==> src/rtl/md_ctrl.sv <==
// md_ctrl: pipeline-side issue/stall/readback controller for the MULT_DIV unit.
// Watches the unit's Busy handshake and flags a unit that never starts or never finishes.
module md_ctrl #(
  parameter int WDOG_MAX = 16
) (
  input  logic        Clk,
  input  logic        Rst,
  input  logic        req_valid,
  input  logic [2:0]  req_kind,
  input  logic [31:0] rs_val,
  input  logic [31:0] rt_val,
  output logic        stall,
  output logic [31:0] rd_val,
  output logic        rd_valid,
  output logic        err,
  output logic [31:0] D1,
  output logic [31:0] D2,
  output logic [1:0]  Op,
  output logic        Start,
  output logic        We,
  output logic        HiLo,
  input  logic        Busy,
  input  logic [31:0] HI,
  input  logic [31:0] LO
);

  localparam int CW = $clog2(WDOG_MAX + 1);

  typedef enum logic [1:0] {
    IDLE,
    WR,
    ARM,
    RUN
  } state_t;

  state_t state, state_nx;

  logic [CW-1:0] cnt, cnt_nx;
  logic err_nx;
  logic start_nx, we_nx, rdv_nx;
  logic ld_ops, ld_mt, ld_rd;
  logic open, accept;
  logic is_arith, is_mf, is_mt;

  // RUN with Busy low is the exit cycle; it issues like IDLE
  assign open = (state == IDLE) |
                ((state == RUN) & ~Busy);

  assign stall  = req_valid & (~open | Busy);
  assign accept = req_valid & ~stall;

  assign is_arith = ~req_kind[2];
  assign is_mf    = req_kind[2] & ~req_kind[1];
  assign is_mt    = req_kind[2] & req_kind[1];

  always_comb begin
    state_nx = state;
    cnt_nx   = cnt;
    err_nx   = err;
    start_nx = 1'b0;
    we_nx    = 1'b0;
    rdv_nx   = 1'b0;
    ld_ops   = 1'b0;
    ld_mt    = 1'b0;
    ld_rd    = 1'b0;

    unique case (state)
      IDLE: ;
      WR: state_nx = IDLE;
      // first ARM cycle carries Start; Busy is judged one cycle later
      ARM: begin
        if (!Start) begin
          if (Busy) begin
            state_nx = RUN;
            cnt_nx   = CW'(1);
          end else begin
            err_nx   = 1'b1;
            state_nx = IDLE;
          end
        end
      end
      RUN: begin
        if (!Busy) begin
          state_nx = IDLE;
        end else if (cnt == CW'(WDOG_MAX)) begin
          err_nx = 1'b1;
        end else begin
          cnt_nx = cnt + 1'b1;
        end
      end
      default: state_nx = IDLE;
    endcase

    if (accept) begin
      unique case (1'b1)
        is_arith: begin
          ld_ops   = 1'b1;
          start_nx = 1'b1;
          state_nx = ARM;
        end
        is_mt: begin
          ld_mt    = 1'b1;
          we_nx    = 1'b1;
          state_nx = WR;
        end
        is_mf: begin
          ld_rd    = 1'b1;
          rdv_nx   = 1'b1;
          state_nx = IDLE;
        end
        default: ;
      endcase
    end
  end

  always_ff @(posedge Clk) begin
    if (Rst) begin
      state    <= IDLE;
      cnt      <= '0;
      err      <= 1'b0;
      Start    <= 1'b0;
      We       <= 1'b0;
      rd_valid <= 1'b0;
      rd_val   <= '0;
      D1       <= '0;
      D2       <= '0;
      Op       <= '0;
      HiLo     <= 1'b0;
    end else begin
      state    <= state_nx;
      cnt      <= cnt_nx;
      err      <= err_nx;
      Start    <= start_nx;
      We       <= we_nx;
      rd_valid <= rdv_nx;
      if (ld_ops | ld_mt) D1 <= rs_val;
      if (ld_ops) begin
        D2 <= rt_val;
        Op <= req_kind[1:0];
      end
      if (ld_mt) HiLo <= (req_kind == 3'd6);
      if (ld_rd) rd_val <= req_kind[0] ? LO : HI;
    end
  end

endmodule
==> config.mk <==
export PLATFORM = sky130hd
export DESIGN_NAME = md_ctrl
export DESIGN_NICKNAME = d
export VERILOG_FILES = /design/src/rtl/md_ctrl.sv
export SDC_FILE = /design/constraint.sdc
export NUM_CORES = 1
export LEC_CHECK = 0
export CAP_MARGIN = 20
export CORE_UTILIZATION = 39
export DETAILED_ROUTE_END_ITERATION = 12
export PLACE_DENSITY = 0.91
export SLEW_MARGIN = 20
export SYNTH_ARGS = -nofsm -noshare
export SYNTH_HDL_FRONTEND = slang
export SYNTH_SLANG_ARGS = --single-unit
==> constraint.sdc <==
create_clock -name Clk -period 2.1 [get_ports Clk]
set_input_delay 0.315 -clock Clk [delete_from_list [all_inputs] [get_ports Clk]]
set_output_delay 0.315 -clock Clk [all_outputs]
set_load 0.01 [all_outputs]
After elaboration in Yosys (flattened, before gate mapping)
Index checks and enable logic that the tools add are counted.
{"block": "classes", "reduce_logical": 4, "add_sub_neg": 1, "n_eq_ne": 11, "n_lt_le_gt_ge": 0, "mul": 0, "mux": 23, "shifts": 0, "bitwise_logic": 13, "div_mod_pow": 0}
{"operator": "2-to-1 mux 32 bit", "n": 1}
{"operator": "2-to-1 mux 5 bit", "n": 4}
{"operator": "case mux 2 bit (3 select lines)", "n": 2}
{"operator": "2-to-1 mux 1 bit", "n": 10}
{"operator": "inequality test 2 bit, second input constant", "n": 5}
{"operator": "case mux 5 bit (2 select lines)", "n": 1}
{"operator": "AND reduction 5 bit", "n": 2}
{"operator": "2-to-1 mux 2 bit", "n": 4}
{"operator": "adder 5 x 1 -> 5 bit, second input constant", "n": 1}
{"operator": "bitwise AND 1 bit", "n": 5}
{"operator": "equality test 5 bit, second input constant", "n": 1}
{"operator": "inverter 1 bit", "n": 5}
{"operator": "equality test 2 bit, second input constant", "n": 2}
{"operator": "equality test 3 bit, second input constant", "n": 1}
{"operator": "OR 1 bit", "n": 3}
{"operator": "equality test 2 x 1 -> 1 bit, second input constant", "n": 1}
{"operator": "logical NOT 2 bit", "n": 1}
{"operator": "inequality test 2 x 1 -> 1 bit, second input constant", "n": 1}
{"operator": "case mux 1 bit (2 select lines)", "n": 1}
{"operator": "nonzero test 2 bit", "n": 1}
{"block": "totals", "rom_bits": 0, "mem_count": 0, "word_cells": 63, "out_inout_bits": 104, "register_bits": 110, "input_bits": 135, "latchBits": 0, "mem_bits_rw": 0}

Longest topological paths before layout
Gate-level depths: netlist (run 1).
{"block": "depth", "word_depth": 10, "ltp_mapped": 7, "mapped_depth_nobuf": 5}

Worst setup path before layout (run 1)
Ideal clock, no wire load.
{"block": "synth_path", "kind": "reg-to-reg", "startpoint": "register state[0]", "endpoint": "register D1[12]", "synth_period_minus_slack_ns": 1.516, "path_stages_with_launch": 8, "arrival_time_ns": 1.384, "required_time_ns": 1.968, "setup_ns": 0.132, "slack_ns": 0.584, "path_buffers": 3, "path_cell_list": "dfxtp_1 -> buf_2 -> xor2_2 -> or3_1 -> buf_2 -> buf_4 -> nand2_1 -> a21oi_1"}
{"block": "synth_between", "elab_chain_cells": 10}
{"item": "start, declared", "line": "36", "source": "state_t state, state_nx;"}
{"item": "start signal, assigned", "line": "130", "source": "state <= state_nx;"}
{"item": "equality test 2 bit", "line": "47", "source": "((state == RUN) & ~Busy);"}
{"item": "bitwise AND 1 bit", "line": "47"}
{"item": "OR 1 bit *", "line": "46", "source": "assign open = (state == IDLE) |"}
{"item": "inverter 1 bit *", "line": "49", "source": "assign stall = req_valid & (~open | Busy);"}
{"item": "OR 1 bit *", "line": "49"}
{"item": "bitwise AND 1 bit *", "line": "49"}
{"item": "inverter 1 bit *", "line": "50", "source": "assign accept = req_valid & ~stall;"}
{"item": "bitwise AND 1 bit *", "line": "50"}
{"item": "2-to-1 mux 1 bit (on tied branches)"}
{"item": "OR 1 bit *", "line": "136", "source": "if (ld_ops | ld_mt) D1 <= rs_val;"}
{"item": "end signal, assigned", "line": "136"}
{"item": "end, declared", "line": "16", "source": "output logic [31:0] D1,"}
Mark *: on every way between the ends. The rest lies on a longest branch, timed or not.
A chain may end at the register's enable or synchronous reset.

Final worst setup path (run 1)
{"block": "layout_path", "startpoint": "register state[0]", "endpoint": "output stall"}
{"block": "layout_between", "elab_chain_cells": 6}
{"item": "equality test 2 bit", "line": "47"}
{"item": "bitwise AND 1 bit", "line": "47"}
{"item": "OR 1 bit *", "line": "46"}
{"item": "inverter 1 bit *", "line": "49"}
{"item": "OR 1 bit *", "line": "49"}
{"item": "bitwise AND 1 bit *", "line": "49"}
{"item": "end, declared", "line": "12", "source": "output logic stall,"}
Marks and branches as above.

==> flow_summary.json, run 1 <==
{
  "start_kind": "register",
  "synth_top_area_share_pct": 51.21,
  "cts_buffer_depth": 2,
  "coreArea_um2": 10510,
  "wl_per_cell_um": 14.63,
  "setup_tns_ns": 0,
  "synthCells": 499,
  "grt.total_usage_pct": 21.60,
  "met1_length_um": 5028,
  "finalCritPeriodShare_pct": 92.81,
  "clock_sinks": 110,
  "power.density_nw_per_um2": 616.6,
  "hold_path_end": "state[0]",
  "setup_viol": 0,
  "rsz0062_at_grt": "no",
  "die_area_um2": 11450,
  "path_clk_slew_ns": 0.10,
  "yosys-top-cells-count": "nand2_1, dfxtp_1, a21oi_1",
  "antenna_left": 0,
  "drcViolationCount": 0,
  "antenna_found_initial": 0,
  "min_period_ns": 1.949,
  "top_layer": "met4",
  "hpwlAfterDp_um": 9598,
  "endpoint_kind": "primary output",
  "crit_required_ns": 1.78,
  "ys_types": 32,
  "r2r-end": "rd_val[3]",
  "finalMaxSlewViolations": 0,
  "cts_buffers": 9,
  "max_freq_mhz": 513.1,
  "skew_ns": 0.01334,
  "synth_top_cell_by_area": "dfxtp_1",
  "hold_viol_final": 0,
  "r2r-start": "state[1]",
  "synth_warnings": 0,
  "hold_class": "primary input to register",
  "drtPass1Iterations": 6,
  "holdWs_ns": 0.2405,
  "syn_area_um2": 4300,
  "io_pins": 239,
  "final_area_um2": 7029,
  "area_delta_synth_final_pct": 63.46,
  "ff2ff_path_depth": 6,
  "grt_max_degree": 66,
  "htree_levels": 3,
  "critPathKind": "register to primary output",
  "ys_top_cells_by_area": "dfxtp_1, nand2_1, a21oi_1, mux2i_1, a211oi_1",
  "tightest_slew_ns": 0.4951,
  "clock_latency_ns": 0.36,
  "irDropWorstVdd_uv": 390.9,
  "avgSynthCellArea_um2": 8.618,
  "drt_iter0_drc": 234,
  "ys.flop_type": "dfxtp_1",
  "finalPower_mw": 4.334,
  "grt_pass1_wl_um": 19290,
  "met2_wirelength_um": 6251,
  "wl_um": 12640,
  "synth-edff-count": 0,
  "rows": 37,
  "routed-via-count": 4293,
  "initial_core_util_pct": 40.92,
  "grt_pass1_vias": 4114,
  "status": "finished clean",
  "synthArstFlopShare_pct": 0,
  "io_buffers": 238,
  "crit_fanout": 8,
  "synth_seq_cells": 110,
  "holdCritStartpoint": "Rst",
  "timing.slew.headroom_pct": 67.00,
  "gp_congestion": 0.7914,
  "yosysMostFrequentCell": "nand2_1",
  "route.met3.wl_um": 937,
  "antenna_cells": 0,
  "synth_nets": 636,
  "layout-drive-gt1-share_pct": 5.357,
  "cts_tree": "done",
  "avgViaCountPerCell": 4.969,
  "die_h_um": 107.0,
  "cts-root-buf": "clkbuf_8",
  "dpl_cell_area_um2": 6805,
  "post-route-util_pct": 66.89,
  "grt-ovfl-total": 0,
  "num-nets-final": 861,
  "die_x_um": 107.0,
  "rrSetupSlack_ns": 0.41,
  "power.leakage_nw": 2.509,
  "whs_path_depth": 2,
  "ys_seq_area_share_pct": 51.21,
  "critPathArrivalTime_ns": 1.63,
  "cap_violations": 0
}
cell type report:
cell class                 instances  area [µm²]
clock buffer                      11       151.4
clock inverter                     4       70.07
fill                             793        3480
inverter                           4       15.01
multi-input combinational        347        1876
sequential                       110        2205
tap                              136       170.2
timing repair buffer             252        2542
how the worst max path moves through the flow:
stage / start / endpoint / slack (ns) / cells past startpoint
final: state[0] / stall / 0.15 / 3
after global routing: state[0] / stall / 0.06 / 3
after CTS: state[0] / stall / 0.03 / 3
after detailed placement: Busy / rd_val[3] / 0.09 / 6
after global placement: Busy / rd_val[8] / 0.17 / 6
after floorplan: state[0] / D1[12] / 0.58 / 7
cells by family (layout without fill, tap and decap cells):
kind of cell | count (synthesis) | in the layout | share of synthesized area, %
AND/OR/NAND/NOR | 198 | 198 | 19.06
multiplexers | 32 | 32 | 7.448
AO/OA/AOI/OAI | 111 | 111 | 15.10
buffers and inverters | 42 | 271 | 5.615
adder cells (fa/ha/maj) | 2 | 2 | 0.5818
flip-flops | 110 | 110 | 51.21
XOR/XNOR | 4 | 4 | 0.9894
critical path, cell delays in order, from the launching register on:
cell and delay, ns:
dfxtp_2 0.44, xor2_2 0.17, o21a_1 0.13, clkdlybuf4s50_1 0.54
power breakdown:
| part | switching, mW | leakage [nW] | internal, mW |
|---|---|---|---|
| clock | 0.668 | 0.115 | 0.727 |
| sequential | 0.0440 | 0.894 | 2.16 |
| combinational | 0.286 | 1.50 | 0.449 |
| total | 0.998 | 2.51 | 3.34 |
cell usage in the layout, fill, tap and decap left out, types with 3 or more instances in the layout:
master / count
nor2b_1: 3
a21oi_1: 71
clkbuf_8: 11
dfxtp_1: 108
mux2i_1: 32
xnor2_1: 3
nor3_1: 7
buf_4: 10
inv_1: 4
clkdlybuf4s50_1: 236
nand3_1: 4
a211oi_1: 32
buf_12: 5
nand2_1: 134
nor2_1: 38
sequential cells by signal (all words and copies together) (netlist names):
signal,count
err,1
state,2
HiLo,1
We,1
D1,32
D2,32
rd_val,32
cnt,5
rd_valid,1
Op,2
Start,1
through the flow:
stage / instances / worst slack [ns]
finish: 864 / 0.1510
global route: 864 / 0.05998
CTS: 864 / 0.03346
detailed placement: 849 / 0.08879
global placement: 849 / 0.1745
floorplan: 499 / 0.5840
what timing repair did:
item | in CTS | in global routing
hold buffers | 0 | 0
endpoints found under the setup margin | 0 | 1
gates resized for setup | 0 | 2
setup buffers | 0 | 0
hold endpoints to repair | 0 | 0
routing by layer:
metal | vias up | GRT usage (%)
li1 | 2129 | -
met1 | 1928 | 23.27
met2 | 204 | 39.17
met3 | 32 | 4.863
met4 | 0 | 11.35
met5 | - | 0
Power figures use the tool's default switching activity.
==> run 2: changes to the inputs <==
Settings changed: MAX_ROUTING_LAYER set to met4, TNS_END_PERCENT set to 20.
==> run 2 against run 1 <==
Net effect:
- critical path depth did not move
- cell count unchanged
- setup slack got worse by 0.0037 ns
- count of clock-buffer cells in the layout is the same
- final area unchanged
- combinational power hardly changed
- sequential power about the same
- non-clock buffer count unchanged
- clock power hardly changed
==> flow_summary.json, run 2 (synthesized netlist as in run 1, its figures left out) <==
{
  "status": "finished clean",
  "rows": 37,
  "endpoint_kind": "primary output",
  "mostFrequentLayoutCell": "clkdlybuf4s50_1",
  "critPathKind": "register to primary output",
  "cap_violations": 0,
  "grt-ovfl-total": 0,
  "area_delta_synth_final_pct": 63.46,
  "critPathSlowestCell": "clkdlybuf4s50_1",
  "routed-via-count": 4301,
  "grt.total_usage_pct": 22.23,
  "antenna_cells": 0,
  "irDropWorstVdd_uv": 391.3,
  "clock_sinks": 110,
  "drtPass1Iterations": 4,
  "cts_buffers": 9,
  "max_freq_mhz": 512.1,
  "cts_tree": "done",
  "wl_per_cell_um": 14.56,
  "num-nets-final": 861,
  "path_clk_slew_ns": 0.10,
  "drt_iter0_drc": 246,
  "min_period_ns": 1.953,
  "holdWs_ns": 0.2339,
  "die_area_um2": 11450,
  "initial_core_util_pct": 40.92,
  "cts-root-buf": "clkbuf_8",
  "path_cells": "xor2_2, o21a_1, clkdlybuf4s50_1",
  "die_x_um": 107.0,
  "grt_pass1_vias": 4113,
  "timing.slew.headroom_pct": 66.40,
  "die_h_um": 107.0,
  "io_buffers": 238,
  "cp.depth": 3,
  "avgViaCountPerCell": 4.978,
  "layout_common_cells": "clkdlybuf4s50_1, nand2_1, dfxtp_1",
  "power.density_nw_per_um2": 616.6,
  "grt_pass1_wl_um": 19260,
  "skew_ns": 0.01540,
  "antenna_left": 0,
  "cpLargestDelayFamily": "buffers and inverters",
  "hold_viol_final": 0,
  "critPathArrivalTime_ns": 1.64,
  "ff2ff_path_depth": 6,
  "antenna_found_initial": 0,
  "io_pins": 239,
  "power.leakage_nw": 2.509,
  "whs_path_depth": 2,
  "setup_viol": 0,
  "htree_levels": 3,
  "start_kind": "register",
  "hpwlAfterDp_um": 9598,
  "finalMaxSlewViolations": 0,
  "largestRegisters": "D1 x32, D2 x32, rd_val x32",
  "clock_latency_ns": 0.36,
  "wl_um": 12580,
  "hold_class": "primary input to register",
  "critPathBufInv": 1,
  "rsz0062_at_grt": "no",
  "coreArea_um2": 10510,
  "tightest_slew_ns": 0.5040,
  "crit_fanout": 8,
  "grt_max_degree": 66,
  "drcViolationCount": 0,
  "crit_required_ns": 1.78,
  "finalCritPeriodShare_pct": 92.99,
  "layout-drive-gt1-share_pct": 5.357,
  "setup_tns_ns": 0,
  "gp_congestion": 0.8025,
  "max_stage_delay_ns": 0.54,
  "cts_buffer_depth": 2
}
run 2: stage by stage:
stage	setup WS, ns	power [mW]	util (%)	instance area (µm²)	cells
after floorplan	0.5840	2.516	-	4300	499
after global placement	0.1745	2.969	64.76	6805	849
after detailed placement	0.08879	2.989	64.76	6805	849
after CTS	0.03346	4.378	66.87	7027	864
after global routing	0.05987	4.538	66.89	7029	864
final	0.1473	4.334	66.89	7029	864
run 2: timing repair:
action | 4_1_cts | 5_1_grt
buffers inserted | 0 | 0
gates resized for setup | 0 | 2
hold buffers | 0 | 0
endpoints found under the hold margin | 0 | 0
setup endpoints to repair | 0 | 1
run 2: final timing paths:
kind         slack [ns]         to      from
max                0.15      stall  state[0]
min reg2reg        0.46     D2[31]    D2[31]
max reg2reg        0.41  rd_val[3]  state[0]
min                0.23   state[0]       Rst
run 2: layout make-up:
cell class	instances	area (µm²)
clock buffers	11	151.4
inverters	4	15.01
fillers	793	3480
clock inverters	4	70.07
well taps	136	170.2
multi-input cells	347	1876
flip-flops and latches	110	2205
repair buffers	252	2542
run 2: layer usage:
metal / vias up / global-route usage, % / part of all wire (%)
met3: 30 / 4.012 / 7.0
li1: 2127 / - / -
met2: 198 / 39.12 / 50
met4: 0 / 11.35 / 3.3
met5: - / - / 0
met1: 1946 / 23.92 / 40
run 2: power breakdown:
part	total, mW	switching, mW	internal (mW)
clock network	1.40	0.668	0.727
registers	2.20	0.0439	2.16
logic	0.735	0.286	0.449
